**config.mk**
```make
export PLATFORM = sky130hd
export DESIGN_NAME = uart_rx_ctrl
export DESIGN_NICKNAME = d
export VERILOG_FILES = /design/src/rtl/uart_pkg.sv /design/src/rtl/uart_rx_bps_gen.sv /design/src/rtl/uart_rx_ctrl.sv
export SDC_FILE = /design/constraint.sdc
export NUM_CORES = 1
export LEC_CHECK = 0
export BUFFER_PORTS_ARGS = -buffer_cell sky130_fd_sc_hd__buf_2
export CAP_MARGIN = 20
export CORE_AREA = 5 5 110 71
export DETAILED_ROUTE_END_ITERATION = 8
export DIE_AREA = 0 0 115 76
export PLACE_DENSITY = 0.47
export SLEW_MARGIN = 10
export SYNTH_ARGS = -nofsm -noshare
export SYNTH_HDL_FRONTEND = slang
export SYNTH_SLANG_ARGS = --single-unit
```
**constraint.sdc**
```tcl
create_clock -name clk -period 2.8 [get_ports clk]
set_input_delay 0.14 -clock clk [delete_from_list [all_inputs] [get_ports clk]]
set_output_delay 0.14 -clock clk [all_outputs]
set_load 0.05 [all_outputs]
```
**src/rtl/uart_pkg.sv**
```systemverilog
// Shared constants and types for the UART receive path.
package uart_pkg;

  localparam int unsigned UART_DATA_BITS    = 8;
  localparam int unsigned UART_CLKS_PER_BIT = 256;

  typedef enum logic [2:0] {
    StIdle   = 3'd0,
    StStart  = 3'd1,
    StData   = 3'd2,
    StParity = 3'd3,
    StStop   = 3'd4
  } uart_rx_state_e;

  // Expected parity bit for a data byte; odd = 1 selects odd parity.
  function automatic logic uart_parity_bit(input logic [UART_DATA_BITS-1:0] data,
                                           input logic                      odd);
    return (^data) ^ odd;
  endfunction

endpackage

```
**src/rtl/uart_rx_bps_gen.sv**
```systemverilog
// Enable-gated bit-phase counter; ticks once per bit at the bit centre.
module uart_rx_bps_gen
  import uart_pkg::*;
#(
  parameter int unsigned CLKS_PER_BIT = UART_CLKS_PER_BIT
) (
  input  logic clk,
  input  logic reset,
  input  logic bps_en,
  output logic bps_tick
);

  localparam int unsigned CntW = $clog2(CLKS_PER_BIT);
  localparam logic [CntW-1:0] CntLast = CntW'(CLKS_PER_BIT - 1);
  localparam logic [CntW-1:0] CntHalf = CntW'(CLKS_PER_BIT / 2);

  if ((CLKS_PER_BIT % 2) != 0 || CLKS_PER_BIT < 8) begin : g_bad_cpb
    $error("CLKS_PER_BIT must be even and at least 8");
  end

  logic [CntW-1:0] r_cnt;

  // Phase counter: held at zero while disabled so each frame restarts the phase.
  always_ff @(posedge clk or negedge reset) begin
    if (!reset) begin
      r_cnt <= '0;
    end else if (!bps_en) begin
      r_cnt <= '0;
    end else if (r_cnt == CntLast) begin
      r_cnt <= '0;
    end else begin
      r_cnt <= r_cnt + 1'b1;
    end
  end

  assign bps_tick = bps_en & (r_cnt == CntHalf);

endmodule

```
**src/rtl/uart_rx_ctrl.sv**
```systemverilog
// UART receive controller: 8N1 frames, or 8E1/8O1 when UART_RX_PARITY_EN is defined.
module uart_rx_ctrl
  import uart_pkg::*;
#(
  parameter int unsigned CLKS_PER_BIT = UART_CLKS_PER_BIT,
  parameter int unsigned PARITY_ODD   = 0
) (
  input  logic                      clk,
  input  logic                      reset,
  input  logic                      rx,
  output logic [UART_DATA_BITS-1:0] rx_data,
  output logic                      rx_valid,
  output logic                      frame_err,
  output logic                      parity_err,
  output logic                      busy
);

  localparam logic [2:0] LastIdx = 3'(UART_DATA_BITS - 1);

  if (PARITY_ODD > 1) begin : g_bad_parity_odd
    $error("PARITY_ODD must be 0 or 1");
  end

  logic                      r_sync1, r_rx_s, r_rx_prev;
  logic                      w_fall, w_tick, w_bps_en;
  uart_rx_state_e            r_state, w_state_d;
  logic [2:0]                r_idx, w_idx_d;
  logic [UART_DATA_BITS-1:0] r_shift, w_shift_d;
  logic [UART_DATA_BITS-1:0] r_data, w_data_d;
  logic                      r_valid, w_valid_d;
  logic                      r_ferr, w_ferr_d;
`ifdef UART_RX_PARITY_EN
  logic                      r_par_mis, w_par_mis_d;
  logic                      r_perr, w_perr_d;
`endif

  // Two-flop synchronizer plus previous-value flop for falling-edge detect.
  always_ff @(posedge clk or negedge reset) begin
    if (!reset) begin
      r_sync1   <= 1'b1;
      r_rx_s    <= 1'b1;
      r_rx_prev <= 1'b1;
    end else begin
      r_sync1   <= rx;
      r_rx_s    <= r_sync1;
      r_rx_prev <= r_rx_s;
    end
  end

  assign w_fall   = r_rx_prev & ~r_rx_s;
  assign w_bps_en = (r_state != StIdle);

  uart_rx_bps_gen #(
    .CLKS_PER_BIT(CLKS_PER_BIT)
  ) u_bps_gen (
    .clk     (clk),
    .reset   (reset),
    .bps_en  (w_bps_en),
    .bps_tick(w_tick)
  );

  // Frame sequencer: next state, shift/index updates and output pulse requests.
  always_comb begin
    w_state_d = r_state;
    w_idx_d   = r_idx;
    w_shift_d = r_shift;
    w_data_d  = r_data;
    w_valid_d = 1'b0;
    w_ferr_d  = 1'b0;
`ifdef UART_RX_PARITY_EN
    w_par_mis_d = r_par_mis;
    w_perr_d    = 1'b0;
`endif
    unique case (r_state)
      StIdle: begin
        if (w_fall) begin
          w_state_d = StStart;
`ifdef UART_RX_PARITY_EN
          w_par_mis_d = 1'b0;
`endif
        end
      end
      StStart: begin
        if (w_tick) begin
          w_idx_d   = '0;
          w_state_d = r_rx_s ? StIdle : StData;
        end
      end
      StData: begin
        if (w_tick) begin
          // LSB arrives first, so shifting in at the MSB leaves the byte aligned.
          w_shift_d = {r_rx_s, r_shift[UART_DATA_BITS-1:1]};
          w_idx_d   = r_idx + 1'b1;
          if (r_idx == LastIdx) begin
`ifdef UART_RX_PARITY_EN
            w_state_d = StParity;
`else
            w_state_d = StStop;
`endif
          end
        end
      end
`ifdef UART_RX_PARITY_EN
      StParity: begin
        if (w_tick) begin
          w_par_mis_d = r_rx_s != uart_parity_bit(r_shift, 1'(PARITY_ODD));
          w_state_d   = StStop;
        end
      end
`endif
      StStop: begin
        if (w_tick) begin
          w_state_d = StIdle;
          if (!r_rx_s) begin
            w_ferr_d = 1'b1;
`ifdef UART_RX_PARITY_EN
          end else if (r_par_mis) begin
            w_perr_d = 1'b1;
`endif
          end else begin
            w_valid_d = 1'b1;
            w_data_d  = r_shift;
          end
        end
      end
      default: w_state_d = StIdle;
    endcase
  end

  // State and output registers.
  always_ff @(posedge clk or negedge reset) begin
    if (!reset) begin
      r_state <= StIdle;
      r_idx   <= '0;
      r_shift <= '0;
      r_data  <= '0;
      r_valid <= 1'b0;
      r_ferr  <= 1'b0;
`ifdef UART_RX_PARITY_EN
      r_par_mis <= 1'b0;
      r_perr    <= 1'b0;
`endif
    end else begin
      r_state <= w_state_d;
      r_idx   <= w_idx_d;
      r_shift <= w_shift_d;
      r_data  <= w_data_d;
      r_valid <= w_valid_d;
      r_ferr  <= w_ferr_d;
`ifdef UART_RX_PARITY_EN
      r_par_mis <= w_par_mis_d;
      r_perr    <= w_perr_d;
`endif
    end
  end

  assign rx_data   = r_data;
  assign rx_valid  = r_valid;
  assign frame_err = r_ferr;
  assign busy      = (r_state != StIdle);
`ifdef UART_RX_PARITY_EN
  assign parity_err = r_perr;
`else
  assign parity_err = 1'b0;
`endif

endmodule

```
## Yosys cells after proc, flatten, opt, wreduce, memory -nomap -nowiden

Cells that the tools add are included.

| word-level totals | value |
|---|---|
| register bits | 35 |
| output and inout bits | 12 |

| operators by class | value |
|---|---|
| bitwise logic cells | 3 |
| muxes and demuxes | 17 |
| reduce and logical (&&, ||, !) cells | 7 |
| add/sub/neg operators | 2 |
| equality and inequality tests | 11 |

Operators by type and width:

| cell | count |
|---|---|
| $mux 3 | 6 |
| $eq 8x8->1 const B | 2 |
| $mux 8 | 2 |
| $pmux 3 s4 | 1 |
| $add 8x1->8 const B | 1 |
| $eq 3x3->1 const B | 2 |
| $mux 1 | 6 |
| $ne 2x1->1 const B | 3 |
| $pmux 3 s2 | 1 |
| $reduce_and 3->1 | 2 |
| $reduce_and 5->1 | 1 |
| $ne 2x2->1 const B | 2 |
| $add 3x1->3 const B | 1 |
| $eq 3x1->1 const B | 1 |
| $eq 3x2->1 const B | 1 |
| $logic_not 3->1 | 1 |
| $reduce_bool 3->1 | 1 |
| $and 1x1->1 | 2 |
| $mux 2 | 1 |
| $reduce_and 2->1 | 1 |
| $reduce_bool 2->1 | 1 |
| $not 1->1 | 1 |

## Depth between registers and ports, before layout

| logic depth | value |
|---|---|
| depth after elaboration | 4 |
| gate-level depth with buffers | 6 |
| depth with buffers taken out | 5 |

## Modules after synthesis

A second synthesis with hierarchy kept.

| second synthesis, totals | value |
|---|---|
| cell total of the unflattened synthesis | 125 |
| area total of the unflattened synthesis | 1576.5 sq um |

Modules (own cells, without submodules):

| module | cells an instance | times used | area each (sq um) | seq. area each (sq um) |
|---|---|---|---|---|
| uart_rx_ctrl | 82 | 1 | 1161.1 | 679.4 |
| uart_rx_bps_gen | 43 | 1 | 415.4 | 200.2 |

## Least setup slack after synthesis

OpenSTA, ideal clock, no wires.

| path | value |
|---|---|
| path kind | reg2reg |
| start | register u_bps_gen.r_cnt[0] |
| end | register r_shift[0] |
| arrival | 1.503 ns |
| library setup time | 0.128 ns |
| required time | 2.672 ns |
| setup slack | 1.170 ns |
| path buffers | 1 |
| period minus slack after synthesis | 1.630 ns |
| stages on the path, launching flop included | 7 |
| cell sequence | dfrtp_1 -> inv_1 -> ha_1 -> and4bb_2 -> nand4bb_1 -> buf_2 -> mux2_1 |

| between the ends | value |
|---|---|
| cells in the longest elaborated chain, start to end | 3 |

Ends and longest elaborated chain:

| item | line | source |
|---|---|---|
| from (decl) | uart_rx_bps_gen.sv:21 | `logic [CntW-1:0] r_cnt;` |
| from (signal assigned) | uart_rx_bps_gen.sv:32 | `r_cnt <= r_cnt + 1'b1;` |
| $eq 8x8->1 | uart_rx_bps_gen.sv:36 | `assign bps_tick = bps_en & (r_cnt == CntHalf);` |
| $and 1x1->1 | uart_rx_bps_gen.sv:36 |  |
| $reduce_and 2->1 (no source line) | - |  |
| to (signal assigned) | uart_rx_ctrl.sv:146 | `r_shift <= w_shift_d;` |
| to (decl) | uart_rx_ctrl.sv:28 | `logic [UART_DATA_BITS-1:0] r_shift, w_shift_d;` |

No other way between the ends.
A chain may end at the register's enable or synchronous reset.

## Final worst setup path

| path | value |
|---|---|
| start | register u_bps_gen.r_cnt[0] |
| end | register r_shift[7] |

The elaborated chain is that of the path after synthesis.

==> flow_metrics.py <==
metrics = {
    "floorplanning": {
        "coreArea_mm2": 0.00685,
        "die_w_um": 115,
        "die-area_mm2": 0.00874,
        "top_level_ports": 15,
        "start_util_pct": 23.7,
        "fp.dieH_um": 76,
        "rows": 24,
    },
    "global_route": {
        "antenna_found_initial": 0,
        "overflow": 0,
        "grt_max_degree": 36,
        "grt_use_total_pct": 7.23,
        "grt_pass1_wl_um": 5040,
        "grt_pass1_vias": 998,
    },
    "hold_path": {
        "min_from": "r_sync1",
        "holdPathEnd": "r_rx_s",
        "hold_depth": 0,
        "holdCritPathClass": "flop to flop",
    },
    "synth": {
        "synth_edf_count": 0,
        "synth_ff_type": "dfrtp_1",
        "yosysMostFrequentCell": "dfrtp_1",
        "syn_nets": 141,
        "synthArstFlopShare_pct": 100,
        "ys_warn_count": 0,
        "synth_top_area_share_pct": 49.4,
        "avgSynthCellArea_um2": 12.1,
        "ys_ff_latch": 35,
        "synth_cell_types": 40,
        "ys_top_cells_by_area": "dfrtp_1, mux2_1, mux2_2",
        "ys_top_cells_by_count": "dfrtp_1, mux2_1, mux2_2, o21ai_0, nor2_1",
        "syn_area_mm2": 0.00162,
        "netlist_instances": 134,
        "synth_area_leader_cell": "dfrtp_1",
        "synth_seq_area_share_pct": 54.3,
    },
    "final_layout": {
        "syn2layout_area_growth_pct": 15.5,
        "nFillCells": 715,
        "diodes": 0,
        "utilization_pct": 27.3,
        "final_nets": 155,
        "final_cell_count_no_fill": 240,
        "drive_gt1_share_pct": 28.2,
    },
    "sta": {
        "post-route-period-util_pct": 68.7,
        "setup_tns_ns": 0,
        "final-max-slew-violation-count": 0,
        "maxSlewHeadroom_pct": 47.2,
        "finalHoldWorstSlack_ns": 0.358,
        "rsz0062_at_grt": "no",
        "skew_ns": 0.00398,
        "setup_viol": 0,
        "tightest_slew_ns": 0.792,
        "clock.fmax_ghz": 0.520,
        "min_period_ns": 1.92,
        "hold_viol_final": 0,
    },
    "worst_setup_path": {
        "crit_family": "simple AND/OR/NAND/NOR gates",
        "crit_slowest_cell": "mux2_1",
        "r2r_start": "u_bps_gen.r_cnt[0]",
        "critPathMaxStageDelay_ns": 0.45,
        "r2r_end": "r_shift[7]",
        "arrival_ns": 2.09,
        "cp-end-kind": "flop",
        "crit_buf_inv": 1,
        "path_cells": "inv_1 > ha_1 > and4bb_2 > nand4bb_1 > mux2_1",
        "crit_type": "flop to flop",
        "required_ns": 2.97,
        "r2r_slack_ns": 0.88,
        "r2r_cells": 5,
        "startpoint_type": "flop",
        "cp_max_fo": 8,
    },
    "route": {
        "ant_nets": 0,
        "drt-initial-drc-count": 90,
        "wl_per_cell_um": 12.5,
        "first_pass_iters": 4,
        "vias_per_cell": 4.21,
        "routed_wirelength_um": 2990,
        "via_count": 1010,
        "drc": 0,
    },
    "clocking": {
        "cts_tree": "yes",
        "numCtsBuffers": 5,
        "clockBufferDepth": 2,
        "path_clk_slew_ns": 0.07,
        "cts.htree.levels": 2,
        "root_buffer": "clkbuf_8",
        "clock_latency_ns": 0.28,
        "cts.sinks": 35,
    },
    "power": {
        "p_per_area_mw_per_mm2": 656,
        "ir_drop_v": 0.000151,
        "p_leak_nw": 0.871,
    },
    "placement": {
        "gp_routability_congestion": 0.791,
        "portBuffers": 13,
        "place_inst": 230,
        "hpwl_um": 2070,
    },
    "job": {
        "drv_cap": 0,
    },
    "outcome": {
        "status": "finished, final reports clean",
    },
}
layout by cell type, fill, tap and decap left out, types with 2 or more instances in the layout:
cell type,netlist,routed
inv_1,4,4
clkbuf_8,0,7
xor2_1,2,2
or3_1,4,4
ha_1,4,4
nor3_1,2,2
dfrtp_1,32,32
buf_2,1,13
mux2_1,8,8
nor2b_1,3,3
or3b_2,2,2
a21oi_1,4,4
nand3_1,5,5
mux2_2,8,8
dlygate4sd3_1,0,2
nand4_1,3,3
o41ai_1,2,2
nand2_1,6,6
o21ai_0,8,8
o211ai_1,2,2
nor2_1,7,7
dfstp_2,3,3
nand4bb_1,2,2
cells by family (layout without fill, tap and decap cells):
group / Yosys count / in the layout / synth area share (%)
flip-flops: 35 / 35 / 54.3
other: 1 / 1 / 0.231
AND/OR/NAND/NOR: 44 / 44 / 18.1
buffers and inverters: 12 / 27 / 4.09
XOR/XNOR: 3 / 3 / 1.62
AO/OA/AOI/OAI: 19 / 19 / 7.41
adder cells (fa/ha/maj): 4 / 4 / 3.09
multiplexers: 16 / 16 / 11.1
final cells by class:
cell class	count	area, um^2	share of cell area, %
Multi-Input combinational cell	87	674	36.0
Clock buffer	7	96.3	5.15
Timing Repair Buffer	15	85.1	4.55
Inverter	4	15.0	0.802
Tap cell	91	114	6.08
Clock inverter	1	7.51	0.401
Sequential cell	35	880	47.0
metrics by stage:
step / area [um^2] / setup WS [ns] / power [mW]
finish: 1870 / 0.876 / 1.23
global route: 1870 / 0.763 / 1.30
CTS: 1870 / 0.854 / 1.25
detailed placement: 1750 / 0.867 / 0.833
floorplan: 1620 / 1.17 / 0.795
global placement: 1750 / 0.855 / 0.834
how the worst max path moves through the flow:
stage	endpoint	from	cells after the start	slack, ns
CTS	r_shift[7]	u_bps_gen.r_cnt[0]	5	0.85
finish	r_shift[7]	u_bps_gen.r_cnt[0]	5	0.88
global route	r_shift[1]	u_bps_gen.r_cnt[0]	5	0.76
floorplan	r_shift[0]	u_bps_gen.r_cnt[0]	6	1.17
detailed placement	r_shift[1]	u_bps_gen.r_cnt[0]	5	0.87
global placement	r_shift[5]	u_bps_gen.r_cnt[0]	5	0.85
sequential cells by signal, indices dropped and copies added, names as in the netlist:
signal / count
frame_err: 1
r_idx: 3
r_rx_prev: 1
r_rx_s: 1
r_shift: 8
r_state: 3
r_sync1: 1
rx_data: 8
rx_valid: 1
u_bps_gen.r_cnt: 8
what timing repair did:
action | CTS | global route
hold endpoints to repair | 33 | 0
buffers inserted | 0 | 0
gates resized for setup | 0 | 0
hold buffers | 2 | 0
report_power, final:
group	switching, mW	total (mW)	leakage (nW)	internal, mW
combinational	0.116	0.205	0.352	0.0891
sequential	0.0745	0.620	0.468	0.546
clock	0.179	0.403	0.0505	0.224
layer usage:
metal	GRT usage [%]	wire (um)
met5	0	0
met4	4.22	45
met3	1.43	54
met2	8.43	1100
met1	11.6	1790
Power figures use the tool's default switching activity.
